File: config.mk
export PLATFORM = sky130hd
export DESIGN_NAME = dmem_arbiter
export DESIGN_NICKNAME = d
export VERILOG_FILES = /design/src/rtl/dmem_pkg.sv /design/src/rtl/starve_counter.sv /design/src/rtl/dmem_arbiter.sv
export SDC_FILE = /design/constraint.sdc
export NUM_CORES = 1
export LEC_CHECK = 0
export CORE_AREA = 2 2 117 119
export DETAILED_ROUTE_END_ITERATION = 10
export DIE_AREA = 0 0 119 121
export GPL_ROUTABILITY_DRIVEN = 0
export PLACE_DENSITY = 0.6
export SKIP_CTS_REPAIR_TIMING = 1
export SYNTH_ARGS = -nofsm -noshare
export SYNTH_HDL_FRONTEND = slang
export SYNTH_SLANG_ARGS = --single-unit
File: constraint.sdc
create_clock -name clk -period 6.6 [get_ports clk]
set_clock_uncertainty 0.15 [all_clocks]
set_input_delay 1.32 -clock clk [delete_from_list [all_inputs] [get_ports clk]]
set_output_delay 1.32 -clock clk [all_outputs]
set_load 0.02 [all_outputs]
File: src/rtl/dmem_pkg.sv
// Shared definitions for the data-memory arbiter and related arbitration blocks.
//   ADDR_W_DEF/DATA_W_DEF : default bus widths
//   cnt_w()               : width needed to hold a wait count of 0..max_wait
//   gnt_src_e             : memory mux select (which port owns D_MEM this cycle)
package dmem_pkg;

  localparam int unsigned ADDR_W_DEF = 32;
  localparam int unsigned DATA_W_DEF = 32;

  // Bits needed to represent 0..max_wait inclusive.
  function automatic int unsigned cnt_w(input int unsigned max_wait);
    return $clog2(max_wait + 1);
  endfunction

  typedef enum logic {
    GNT_CPU = 1'b0,
    GNT_DMA = 1'b1
  } gnt_src_e;

endpackage

File: src/rtl/starve_counter.sv
// Saturating starvation counter.
//   clk, rst_n : clock, async active-low reset (count -> 0)
//   clr        : synchronous clear, wins over inc
//   inc        : count one lost cycle, saturating at MAX
//   at_max     : count equals MAX
module starve_counter #(
  parameter int unsigned MAX = 4,
  parameter int unsigned W   = 3
) (
  input  logic clk,
  input  logic rst_n,
  input  logic clr,
  input  logic inc,
  output logic at_max
);

  logic [W-1:0] cnt;

  assign at_max = (cnt == W'(MAX));

  // Count lost cycles; hold once saturated.
  always_ff @(posedge clk or negedge rst_n) begin
    if (!rst_n) begin
      cnt <= '0;
    end else if (clr) begin
      cnt <= '0;
    end else if (inc && !at_max) begin
      cnt <= cnt + W'(1);
    end
  end

endmodule

File: src/rtl/dmem_arbiter.sv
// Data-memory arbiter between the Mem-stage CPU port (priority) and a DMA/loader
// port. A starvation counter forces one DMA grant after MAX_WAIT lost cycles,
// stalling the CPU for that cycle.
//   cpu_*      : CPU access (req/we/addr/wdata in, rdata/stall out)
//   dma_*      : DMA access (req/we/addr/wdata in, gnt/rdata/rvalid out)
//   mem_*      : D_MEM side (async read data in, addr/wdata/we out)
module dmem_arbiter
  import dmem_pkg::*;
#(
  parameter int unsigned ADDR_W   = ADDR_W_DEF,
  parameter int unsigned DATA_W   = DATA_W_DEF,
  parameter int unsigned MAX_WAIT = 4
) (
  input  logic              clk,
  input  logic              rst_n,
  input  logic              cpu_req,
  input  logic              cpu_we,
  input  logic [ADDR_W-1:0] cpu_addr,
  input  logic [DATA_W-1:0] cpu_wdata,
  output logic [DATA_W-1:0] cpu_rdata,
  output logic              cpu_stall,
  input  logic              dma_req,
  input  logic              dma_we,
  input  logic [ADDR_W-1:0] dma_addr,
  input  logic [DATA_W-1:0] dma_wdata,
  output logic              dma_gnt,
  output logic [DATA_W-1:0] dma_rdata,
  output logic              dma_rvalid,
  output logic              mem_we,
  output logic [ADDR_W-1:0] mem_addr,
  output logic [DATA_W-1:0] mem_wdata,
  input  logic [DATA_W-1:0] mem_rdata
);

  localparam int unsigned CNT_W = cnt_w(MAX_WAIT);

  logic     at_max;
  logic     force_gnt;
  gnt_src_e gnt_src;

  // Lost-cycle counter: cleared when DMA idles or wins, counts while it loses.
  starve_counter #(
    .MAX (MAX_WAIT),
    .W   (CNT_W)
  ) u_starve (
    .clk    (clk),
    .rst_n  (rst_n),
    .clr    (~dma_req | dma_gnt),
    .inc    (dma_req & ~dma_gnt),
    .at_max (at_max)
  );

  // Grant: DMA wins when CPU is idle or when starvation forces it.
  // rst_n gating keeps the grant and writes quiet while reset is held.
  assign force_gnt = dma_req & at_max;
  assign dma_gnt   = rst_n & dma_req & (~cpu_req | force_gnt);
  assign cpu_stall = cpu_req & dma_gnt;
  assign gnt_src   = dma_gnt ? GNT_DMA : GNT_CPU;

  // Memory mux; a forced cycle suppresses the CPU store, which is replayed next cycle.
  always_comb begin
    mem_we    = 1'b0;
    mem_addr  = cpu_addr;
    mem_wdata = cpu_wdata;
    case (gnt_src)
      GNT_DMA: begin
        mem_we    = dma_we;
        mem_addr  = dma_addr;
        mem_wdata = dma_wdata;
      end
      default: begin
        mem_we    = rst_n & cpu_req & cpu_we;
      end
    endcase
  end

  assign cpu_rdata = mem_rdata;

  // Capture DMA read data on the edge closing a granted read.
  always_ff @(posedge clk or negedge rst_n) begin
    if (!rst_n) begin
      dma_rdata  <= '0;
      dma_rvalid <= 1'b0;
    end else begin
      dma_rvalid <= dma_gnt & ~dma_we;
      if (dma_gnt && !dma_we) begin
        dma_rdata <= mem_rdata;
      end
    end
  end

endmodule

==> out/summary.txt <==
Setup slack at placement = 1.25 ns
Syn_area_per_cell = 12.8 µm²
Critical-path cell list = clkdlybuf4s50_1 -> a21o_2 -> buf_12 -> mux2_2 -> clkdlybuf4s50_1
Remaining global-route overflow = 0
Critical path buffers and inverters = 3
# setup viols final = 0
CTS tree = built
Row count = 42
CP top delay family = buffers and inverters
Ys Warns = 0
Power share of the sequential group = 28.6%
Clk sink count = 36
DRT iter0 DRCs = 64
Mapped Cells = 193
Mapped Nets = 361
CTS max path bufs = 2
Clk pwr share = 22.5%
Fmax = 0.187 GHz
Fin util = 42.1%
Final WS setup = 1.25 ns
Internal Power = 0.698 mW
P_leak = 2.17 nW
Most frequent cells in the layout = clkdlybuf4s50_1, mux2_2, dfrtp_1
Largest stage delay on the critical path = 0.67 ns
Root Buffer = clkbuf_16
Vias per inst = 3.92
Core Footprint = 0.0131 mm²
Initial antenna violation count = 0
PD cells = 184 mW/mm²
Area delta synth->final = 123%
DR WL/cell = 16.7 µm
Combinational Power Share = 48.8%
CTS H-tree depth = 2
Post-Syn Area = 0.00247 mm²
Crit Path Category = primary input to output port
Startpoint Class = primary input
I/O pins = 298
Critical path's slowest cell = a21o_2
Sw Pwr = 0.314 mW
Final min period = 5.35 ns
FILL cells = 1,237
Synth Register Bits = 36
Commonest non-fill, non-tap cell in the layout = clkdlybuf4s50_1
Unrepaired setup endpoints after global routing = false
Max-Cap Viols = 0
Global-route wire length before repair = 15.3 mm
CTS Buf Count = 5
Maximum fanout along the worst path = 39
Placed cell area = 0.00537 mm²
Fraction of the cycle the final worst path needs = 81.0%
Fin. max-slew vios = 0
Post-synth cell types = 19
Top cell by count, worst path = clkdlybuf4s50_1
Die Wd = 119 µm
Multi-input gate area = 0.00123 mm²
CP arrival = 3.88 ns
Initial core utilization = 18.9%
Worst skew pair latency = 0.27 ns
Worst slew pin tran = 0.764 ns
Routed vias = 2,488
Switching part of the total power = 31.0%
Largest net degree at the start of global routing = 40
Post-synthesis sequential area ratio = 36.4%
CP Data Required Time = 5.13 ns
Crit. End Element = output port
Die area = 0.0144 mm²
Port Buffers = 297
Fin. Hold Viols = 0
Worst min path class = register to register
Final Cell Area = 0.00551 mm²
Status = completed
Share of cells above drive strength 1 = 24.5%
ANT nets after route = 0
DP HPWL = 9.33 mm
Register area = 901 µm²
Die Ht = 121 µm
Setup TNS = 0 ns
Nets = 625
VDD IR max = 0.0907 mV
Drt drc = 0
WL final = 10.6 mm
GRT Total Usage = 14.1%
Number of diodes = 0
R2R Setup Slk = 4.45 ns
Vias in the first global route = 2,713
DR pass1 iterations = 4
Relative slew slack = 49.1%
CTS clk-pin slew, worst paths = 0.06 ns
[power groups by stage]
stage	sequential (mW)	combinational (mW)	clock (mW)
after CTS	0.290	0.501	0.237
after floorplan	0.352	0.161	0
after detailed placement	0.294	0.499	0
after global routing	0.296	0.518	0.248
final	0.290	0.494	0.228
after global placement	0.293	0.497	0
[final cells by class]
class / instances / area share [%]
tap: 176 / 4.00
clock buffer: 5 / 2.27
clock inverter: 3 / 0.341
inverter: 3 / 0.204
timing repair buffer: 300 / 54.5
sequential: 36 / 16.3
multi-input combinational: 111 / 22.3
[flip-flops by register name, indices dropped and copies added (netlist names)]
name	flops
dma_rdata	32
u_starve.cnt	3
dma_rvalid	1
[Yosys cell counts (all sizes together)]
| cell | instances | share of area (%) |
|---|---|---|
| a21o | 1 | 0.30 |
| a21oi | 1 | 0.20 |
| and3 | 2 | 0.51 |
| xnor2 | 1 | 0.35 |
| and2 | 1 | 0.25 |
| buf | 43 | 13 |
| dfrtp | 36 | 36 |
| nand3b | 1 | 0.30 |
| mux2 | 97 | 45 |
| inv | 3 | 0.45 |
| nand2 | 2 | 0.40 |
| a211oi | 1 | 0.81 |
| ha | 2 | 1.0 |
| o2111a | 1 | 0.45 |
| nand3 | 1 | 0.20 |
[metal layers]
layer	vias to the layer above	global-route usage, %	routed length [µm]
met2	166	26.3	5790
met3	11	4.79	975
met4	0	5.36	281
li1	1185	-	-
met5	-	0	0
met1	1126	14.4	3560
[path summary, 6_finish.rpt]
path | endpoint | start | cells past startpoint
worst min register to register | dma_rdata[15] | dma_rdata[15] | 1
worst min-delay path | dma_rdata[15] | dma_rdata[15] | 1
worst max-delay path | mem_wdata[21] | cpu_req | 5
max in group asynchronous | dma_rdata[10] | rst_n | 2
min in group asynchronous | dma_rvalid | rst_n | 2
worst max register to register | dma_rdata[9] | u_starve.cnt[0] | 6
[cells by family (layout without fill, tap and decap cells)]
family          after synthesis  count (layout)  share of synthesized area [%]
flops                        36              36                           36.4
mux                          97              97                           44.9
buf+inv                      46             311                           13.9
compound gates                4               4                           1.77
fa+ha+maj                     2               2                           1.01
xor+xnor                      1               1                          0.354
simple gates                  7               7                           1.67
[through the flow]
stage               total power, mW  instances  hold slack (ns)
floorplan                     0.512        193            0.402
global placement              0.790        626            0.339
detailed placement            0.794        626            0.344
CTS                            1.03        634            0.357
global route                   1.06        634            0.370
finish                         1.01        634            0.352
Note: power is estimated with default switching activity, not from simulation.
